<file path="src/rtl/gpio_pixel_packer.sv">
// Packs planar R/G/B GPIO words (four pixels per word) into a 24-bit pixel
// stream with frame framing, back-pressure and a sticky channel overrun flag.
module gpio_pixel_packer #(
  parameter int unsigned CNT_W = 16
) (
  input  logic             clk,
  input  logic             rst,
  input  logic [31:0]      gpio,
  input  logic             gpio_en_r,
  input  logic             gpio_en_g,
  input  logic             gpio_en_b,
  input  logic             gpio_en,
  output logic [23:0]      pix_data,
  output logic             pix_valid,
  input  logic             pix_ready,
  output logic             pix_last,
  output logic             frame_done,
  output logic [CNT_W-1:0] pix_count,
  output logic             overrun
);

  typedef enum logic {S_IDLE, S_EMIT} state_t;
  state_t state_q, state_d;

  logic [31:0] r_reg, g_reg, b_reg;
  logic        r_full, g_full, b_full, cap_eof;
  logic [31:0] grp_r, grp_g, grp_b;
  logic [1:0]  lane;
  logic        emit_eof;

  logic        busy, hs, rel, complete, xfer, cap_any;
  logic        eof_cap, eof_emit, eof_idle;
  logic [31:0] r_nxt, g_nxt, b_nxt;

  always_comb begin
    busy     = (state_q == S_EMIT);
    hs       = busy && pix_ready;
    rel      = hs && (lane == 2'd3);
    r_nxt    = (gpio_en_r && !r_full) ? gpio : r_reg;
    g_nxt    = (gpio_en_g && !g_full) ? gpio : g_reg;
    b_nxt    = (gpio_en_b && !b_full) ? gpio : b_reg;
    complete = (r_full || gpio_en_r) && (g_full || gpio_en_g) && (b_full || gpio_en_b);
    xfer     = complete && (!busy || rel);
    // End-of-frame attaches to whichever stage will hold the frame's last pixel.
    cap_any  = r_full || g_full || b_full || gpio_en_r || gpio_en_g || gpio_en_b;
    eof_cap  = gpio_en && cap_any;
    eof_emit = gpio_en && !cap_any && busy && !rel;
    eof_idle = gpio_en && !cap_any && (!busy || rel);
  end

  always_comb begin
    state_d = state_q;
    case (state_q)
      S_IDLE: if (xfer) state_d = S_EMIT;
      S_EMIT: if (rel && !xfer) state_d = S_IDLE;
      default: state_d = S_IDLE;
    endcase
  end

  always_comb begin
    pix_valid = busy;
    pix_data  = {grp_r[{lane, 3'b000} +: 8], grp_g[{lane, 3'b000} +: 8],
                 grp_b[{lane, 3'b000} +: 8]};
    pix_last  = busy && (lane == 2'd3) && emit_eof;
  end

  always_ff @(posedge clk) begin
    if (!rst) begin
      state_q <= S_IDLE;
    end else begin
      state_q <= state_d;
    end
  end

  always_ff @(posedge clk) begin
    if (!rst) begin
      r_reg      <= '0;
      g_reg      <= '0;
      b_reg      <= '0;
      r_full     <= 1'b0;
      g_full     <= 1'b0;
      b_full     <= 1'b0;
      cap_eof    <= 1'b0;
      grp_r      <= '0;
      grp_g      <= '0;
      grp_b      <= '0;
      lane       <= '0;
      emit_eof   <= 1'b0;
      frame_done <= 1'b0;
      pix_count  <= '0;
      overrun    <= 1'b0;
    end else begin
      if ((gpio_en_r && r_full) || (gpio_en_g && g_full) || (gpio_en_b && b_full))
        overrun <= 1'b1;
      if (xfer) begin
        r_full   <= 1'b0;
        g_full   <= 1'b0;
        b_full   <= 1'b0;
        cap_eof  <= 1'b0;
        grp_r    <= r_nxt;
        grp_g    <= g_nxt;
        grp_b    <= b_nxt;
        emit_eof <= cap_eof || eof_cap;
        lane     <= '0;
      end else begin
        r_full  <= r_full || gpio_en_r;
        g_full  <= g_full || gpio_en_g;
        b_full  <= b_full || gpio_en_b;
        r_reg   <= r_nxt;
        g_reg   <= g_nxt;
        b_reg   <= b_nxt;
        cap_eof <= cap_eof || eof_cap;
        if (hs) lane <= lane + 2'd1;
        if (rel) emit_eof <= 1'b0;
        else if (eof_emit) emit_eof <= 1'b1;
      end
      frame_done <= (hs && pix_last) || eof_idle;
      pix_count  <= (hs && pix_last) ? '0 : pix_count + CNT_W'(hs);
    end
  end

endmodule
</file>
<file path="config.mk">
export PLATFORM = sky130hd
export DESIGN_NAME = gpio_pixel_packer
export DESIGN_NICKNAME = d
export VERILOG_FILES = /design/src/rtl/gpio_pixel_packer.sv
export SDC_FILE = /design/constraint.sdc
export NUM_CORES = 1
export LEC_CHECK = 0
export ABC_AREA = 1
export CORE_UTILIZATION = 52
export CTS_BUF_LIST = sky130_fd_sc_hd__clkbuf_8 sky130_fd_sc_hd__clkbuf_16
export DETAILED_ROUTE_END_ITERATION = 16
export HOLD_SLACK_MARGIN = 0.08
export PLACE_DENSITY = 0.76
export SYNTH_ARGS = -nofsm -noshare
export SYNTH_HDL_FRONTEND = slang
export SYNTH_SLANG_ARGS = --single-unit
</file>
<file path="constraint.sdc">
create_clock -name clk -period 1.48 [get_ports clk]
set_input_delay 0.222 -clock clk [delete_from_list [all_inputs] [get_ports clk]]
set_output_delay 0.222 -clock clk [all_outputs]
set_load 0.05 [all_outputs]
</file>
Yosys cells after proc, flatten, opt, wreduce, memory -nomap -nowiden. Cells that the tools add are included. W data, S select, Z words.

Input port bits: 39. Logic and storage cells: 76. Output and inout bits: 44. Register bits: 218.

Bitwise logic cells: 2. Add/subtract/negate cells: 2. Eq/ne operators: 1. Reduce and logical (&&, ||, !) cells: 43. Shifts and indexed selects: 3. Muxes and demuxes: 9.

Operators with widths (count): $mux W32 (3); $shiftx A32 B6 Y8 (3); $logic_and A1 B1 Y1 (20); $add A16 B1 Y16 (1); $logic_or A1 B1 Y1 (13); $logic_not A1 Y1 (7); $mux W1 (5); $reduce_or A2 Y1 (2); $reduce_bool A3 Y1 (1); $add A2 B1 Y2 const B (1); $eq A2 B2 Y1 const B (1); $not A1 Y1 (2); $pmux W1 S2 (1).

Longest topological paths before layout.
Depth after elaboration: 12. Gate-level depth with buffers: 12. Depth with buffers taken out: 12.

Least setup slack after synthesis. Ideal clock, no wire load.

Path type: flip-flop to output port. From: register state_q, in the netlist pix_valid. To: output port pix_last. Stages on the path, launching flop included: 3. Data required time: 1.258 ns. Path buffers: 0. Arrival time: 1.912 ns. Slack: -0.654 ns. Path through: dfxtp_1 inv_1 nor3_1.

Word-level cells in the longest chain between the ends: 2.

RTL lines: start, declared (RTL line 23) `state_t state_q, state_d;`; start signal, assigned (RTL line 71) `state_q <= state_d;`; $logic_and A1 B1 Y1 (2 in a row) (RTL line 64) `pix_last = busy && (lane == 2'd3) && emit_eof;`; end, declared (RTL line 16) `output logic pix_last,`.

Every way passes these cells.

Worst setup path after layout.
From: register lane[0]. To: output port pix_data[16].

Word-level cells in the longest chain between the ends: 1.

RTL lines: start, declared (RTL line 28) `logic [1:0] lane;`; start signal, assigned (RTL line 113) `if (hs) lane <= lane + 2'd1;`; $shiftx A32 B6 Y8 (RTL line 62) `pix_data = {grp_r[{lane, 3'b000} +: 8], grp_g[{lane, 3'b000} +: 8],`; end, declared (RTL line 13) `output logic [23:0] pix_data,`.

Every way passes these cells.

==> summary.md <==
| Metric | Value |
|---|---|
| Status | `finished with violations` |
| Violated checks | `setup timing` |
| Worst hold path class | `input pin to flip-flop` |
| Number of global-route vias before repair | `between 9k and 10k` |
| Power Density | `1210 nW/um2` |
| CP startpoint kind | `flip-flop` |
| Core area | `between 15000 and 20000 um2` |
| # H-tree levels | `1` |
| Residual DRC | `0` |
| Fin crit share | `136%` |
| Clock transition at path regs | `approximately 70 ps` |
| I/O Pins | `83` |
| Antenna violations before repair | `0` |
| Mapped cell area | `approximately 9600 um2` |
| Max-Cap Viols | `0` |
| Setup Viol. Count Final | `between 200 and 250` |
| GRT met3 Usage | `~4.6%` |
| First drt pass iteration count | `7` |
| Number of flops mapped to enable cells by yosys | `0` |
| M1 GR Usage | `40.3%` |
| Mapped Cells | `approximately 1.4k` |
| Seq cells post-synth | `around 220` |
| Grt met2 use | `51.0%` |
| WS Path Type | `flip-flop to primary output` |
| Vias | `between 10k and 15k` |
| GR peak layer | `met2` |
| Worst setup EP type | `primary output` |
| Vias per Instance | `around 6.2` |
| Area Growth Syn to Fin | `50.7%` |
| Register area | `between 4000 and 5000 um2` |
| Footprint of the multi-input gates | `between 5000 and 6000 um2` |
| Fin crit period | `~2000 ps` |
| CTS root buffer | `clkbuf_16` |
| WL final | `~38000 um` |
| Fmax achieved | `496 MHz` |
| Std-Cell Rows | `just under 50` |
| Share of cells above drive strength 1 | `about 28%` |
| DP Worst Slack | `-435 ps` |
| Layout Utilization | `80.0%` |
| Syn_area_per_cell | `6.86 um2` |
| # diodes | `0` |
| Worst vdd ir | `~0.0012 V` |
| Register area share after synthesis | `between 40 and 50%` |
| Tot Pwr | `roughly 0.017 W` |
| Most frequent cells in the layout | `nor2_1, o21ai_0, dfxtp_1` |
| WP data arrival | `between 1500 and 2000 ps` |
| Skew final | `roughly 18 ps` |
| Synth warnings | `0` |
| Initial DRC Count | `1552` |
| Die ar. | `18900 um2` |
| Final WS setup | `-538 ps` |
| IO Port Bufs | `slightly above 80` |
| Slew Viols, Final | `0` |
| Clock Tree Buf Depth | `3` |
| First-pass GRT wire length | `about 46000 um` |
| Leakage | `between 5 and 6 nW` |
| Largest net degree at the start of global routing | `a little over 100` |
| Fin. Hold Viols | `0` |
| Post-synth ARST share | `0%` |
| Crit path required time | `between 1000 and 1500 ps` |
| CTS buffer count | `23` |
| CTS tree | `done` |
| Commonest non-fill, non-tap cell in the layout | `nor2_1` |
| Routed Antenna Nets | `0` |
| Max Fanout on Critical Path | `8` |
| Initial Util | `between 50% and 60%` |
| Total global routing overflow | `0` |
| Die height | `138 um` |
| Min-delay src | `gpio_en` |
| RSZ-0062 raised after global routing | `yes` |
| HPWL after detailed placement | `approximately 18000 um` |
| # fillers | `between 900 and 1k` |
| Die Wd | `138 um` |
| Setup crit start | `lane[0]$_SDFFE_PP0P_` |
| Skew-Pair Late Insertion Delay | `roughly 530 ps` |
| Post-synth top flop | `dfxtp_1` |
| Drt wl/cell | `approximately 21 um` |
| Gpl congestion | `0.854` |
| Reg2reg start | `lane[0]$_SDFFE_PP0P_` |
| Clock Sinks | `218` |
| Fin nets | `between 1.5k and 2k` |
| Measured slew at the worst slew-check pin | `656 ps` |
| Worst rel slew slack | `55.8%` |
| Syn Nets | `approximately 1.4k` |
| Total track usage | `between 30% and 40%` |
| Post-synthesis cell type count | `26` |
where the power goes:
part	total (W)	switching [W]	leakage, nW	internal [W]
combinational	0.00486	0.00277	3.73	0.00209
sequential	0.00698	0.000505	1.80	0.00647
clock	0.00566	0.00247	0.384	0.00319
total	0.0175	0.00574	5.91	0.0118
Yosys cell counts, types with 2 or more instances:
cell type	number	share of area [%]
o22ai_1	24	1.6
buf_1	2	0.078
nand3_2	2	0.21
a21oi_1	14	0.73
clkbuf_1	46	1.8
buf_6	8	0.94
nor2_1	467	18
nand2_1	145	5.7
buf_2	14	0.73
or2_2	2	0.13
dfxtp_1	218	46
ha_1	3	0.39
nor3_1	3	0.16
nand4_1	4	0.26
xor2_1	2	0.18
o21ai_0	321	17
buf_4	26	2.0
nand3_1	7	0.37
nand3b_1	2	0.16
o21ai_1	17	0.89
inv_1	63	2.5
final timing paths:
| kind | endpoint | slack (ps) | depth (start not counted) |
|---|---|---|---|
| hold reg to reg | b_reg[12]$_SDFFE_PN0N_ | 470 | 2 |
| setup / recovery | pix_data[16] | -540 | 4 |
| hold / removal | cap_eof$_SDFF_PP0_ | 440 | 3 |
| setup reg to reg | grp_r[13]$_SDFFE_PN0P_ | -450 | 11 |
cells by family after synthesis:
family                   after synthesis  share of synthesized area [%]
AND/OR/NAND/NOR                      634                           25.5
AO/OA/AOI/OAI                        378                           20.2
flip-flops                           218                           45.6
buffers and inverters                160                           8.11
adder cells (fa/ha/maj)                3                          0.392
XOR/XNOR                               2                          0.183
what timing repair did:
item / CTS / global route
setup endpoints to repair: 237 / 240
hold buffers: 1 / 0
gates resized for setup: 118 / 297
pin swaps: 13 / 53
cloned: 10 / 19
endpoints found under the hold margin: 3 / 0
buffers inserted: 2 / 20
stage by stage:
step	cells	TNS, ps	area [um2]	hold WS (ps)
after global placement	1689	-70160	11800	447
after floorplan	1395	-139	9920	374
final	1779	-69930	14400	436
after CTS	1742	-45370	13000	368
after global routing	1779	-77890	14400	491
after detailed placement	1689	-75110	11800	458
per-layer routing:
metal	up-vias	wire (um)	share of wire, %
met4	0	3000	7.9
met3	302	4150	11
li1	4818	-	-
met2	898	17400	46
met1	5084	13500	35
met5	-	0	0
worst max-delay path, stage by stage (launching register included):
cell and delay, ps:
dfxtp_4 460, buf_8 180, o21ai_1 120, o22ai_4 310, buf_12 180
area by class of cell:
type / instances / area share, %
Sequential cell: 218 / 30.4
Timing Repair Buffer: 210 / 21.8
Multi-Input combinational cell: 1018 / 39.0
Clock buffer: 27 / 4.37
Tap cell: 229 / 1.99
Clock inverter: 13 / 0.590
Inverter: 64 / 1.84
No activity file was read; power rests on OpenSTA's default activity.
==> patch (config.mk and constraints unchanged) <==
Change the parameter `CNT_W` from 16 to 18.
--- a/src/rtl/gpio_pixel_packer.sv
+++ b/src/rtl/gpio_pixel_packer.sv
@@ -1,7 +1,7 @@
 // Packs planar R/G/B GPIO words (four pixels per word) into a 24-bit pixel
 // stream with frame framing, back-pressure and a sticky channel overrun flag.
 module gpio_pixel_packer #(
-  parameter int unsigned CNT_W = 16
+  parameter int unsigned CNT_W = 18
 ) (
   input  logic             clk,
   input  logic             rst,
Ports: changed (resized pix_count); port bits go from 83 to 85. The function was not compared with the original's and may differ.
==> patch against the unedited design <==
The flow still finishes with violations (negative setup slack); global-route usage decreased by 0.32 points; design area down 7.6%; hold slack got worse by 260 ps; setup slack better by 31 ps; via count is 10% lower; synthesized cell count up 0.22%; total power shrank 6.6%; critical path depth unchanged; sequential power down 1%; routed wire length down 21%; synthesized area fell by 0.13%; sequential cell count up 2; clock skew grew 8.7 ps; critical path type unchanged.
==> patch: results (changes against the unedited design) <==
INFO  metric fraction_of_area_in_non_clock_buffers = 0.1876 (-0.03085)
INFO  metric vdd_drop_max = 0.001121 V (-8.1%)
INFO  metric post-cts-setup-buffer-count = 5 (+3)
INFO  metric postSynthAreaPerCell = 6.835 µm² (-0.35%)
INFO  metric maxSlewHeadroom = 0.6857 (+0.1273)
INFO  metric ys_types = 30 (+15%)
INFO  metric nMultiInputCombCells = 1021 (+0.29%)
INFO  metric sh_seq_area = 0.3316 (+0.02792)
INFO  metric worstHoldPathCells = 4 (+1)
INFO  metric worstHoldEndpoint = emit_eof$_SDFFE_PN0P_
INFO  metric gr-usage-met2 = 0.5064 (-0.003908)
INFO  metric worst_setup_path_endpoint = pix_data[21]
INFO  metric via_count_of_the_first_global_routing_pass = 8996 (-0.44%)
INFO  metric status = finished with violations
INFO  metric stdcell_area = 0.01333 mm² (-7.6%)
INFO  metric fillers = 1293 (+33%)
INFO  metric wl_met3 = 2.246 mm (-46%)
INFO  metric finalSetupViolCount = 234 (-2.1%)
INFO  metric globalRouteMet3Util = 0.03679 (-0.009198)
INFO  metric timing.hold.ws = 178.0 ps (-258.2 ps)
INFO  metric post-route-worst-setup-slack = -507.1 ps (+30.54 ps)
INFO  metric grt_use_total = 0.3090 (-0.003246)
INFO  metric multi_input_area_share = 0.3866 (-0.003319)
INFO  metric non_clock_buffer_count = 187 (-11%)
INFO  metric dp.cells = 1693 (+0.24%)
INFO  metric detailroute.wirelength.met2 = 14.14 mm (-19%)
INFO  metric synth.area.top_cells = dfxtp_1, nor2_1, o21ai_0
INFO  metric power_switching = 5.088 mW (-11%)
INFO  metric share_clk_of_total_power = 0.329 (+0.006)
INFO  metric failed_checks = negative setup slack
INFO  metric fin_tns_setup = -48960 ps (+20970 ps)
-- patch: cell types whose count changed after synthesis, sizes merged, moves of 2 or more --
cell	unedited run	this run
clkbuf	46	51
buf	50	46
inv	64	60
dfxtp	218	220
o21ai	338	340
-- patch: cells by family (layout without fill, tap and decap cells) --
| family | count (synthesis) | in the layout | synth area share |
|---|---|---|---|
| xor gates and xnor gates | 3 | 3 | 0.002750 |
| adders and majority gates | 3 | 3 | 0.003929 |
| and+or+nand+nor | 632 | 632 | 0.2546 |
| DFF | 220 | 220 | 0.4609 |
| buffers and inverters | 157 | 290 | 0.07346 |
| AOI/OAI and AO/OA | 383 | 383 | 0.2044 |
-- patch: through the flow --
stage | worst slack (ps) | util
floorplan | -113.8 | -
global placement | -595.2 | 0.6452
detailed placement | -592.9 | 0.6452
CTS | -464.2 | 0.7255
global route | -514.7 | 0.7421
finish | -507.1 | 0.7421
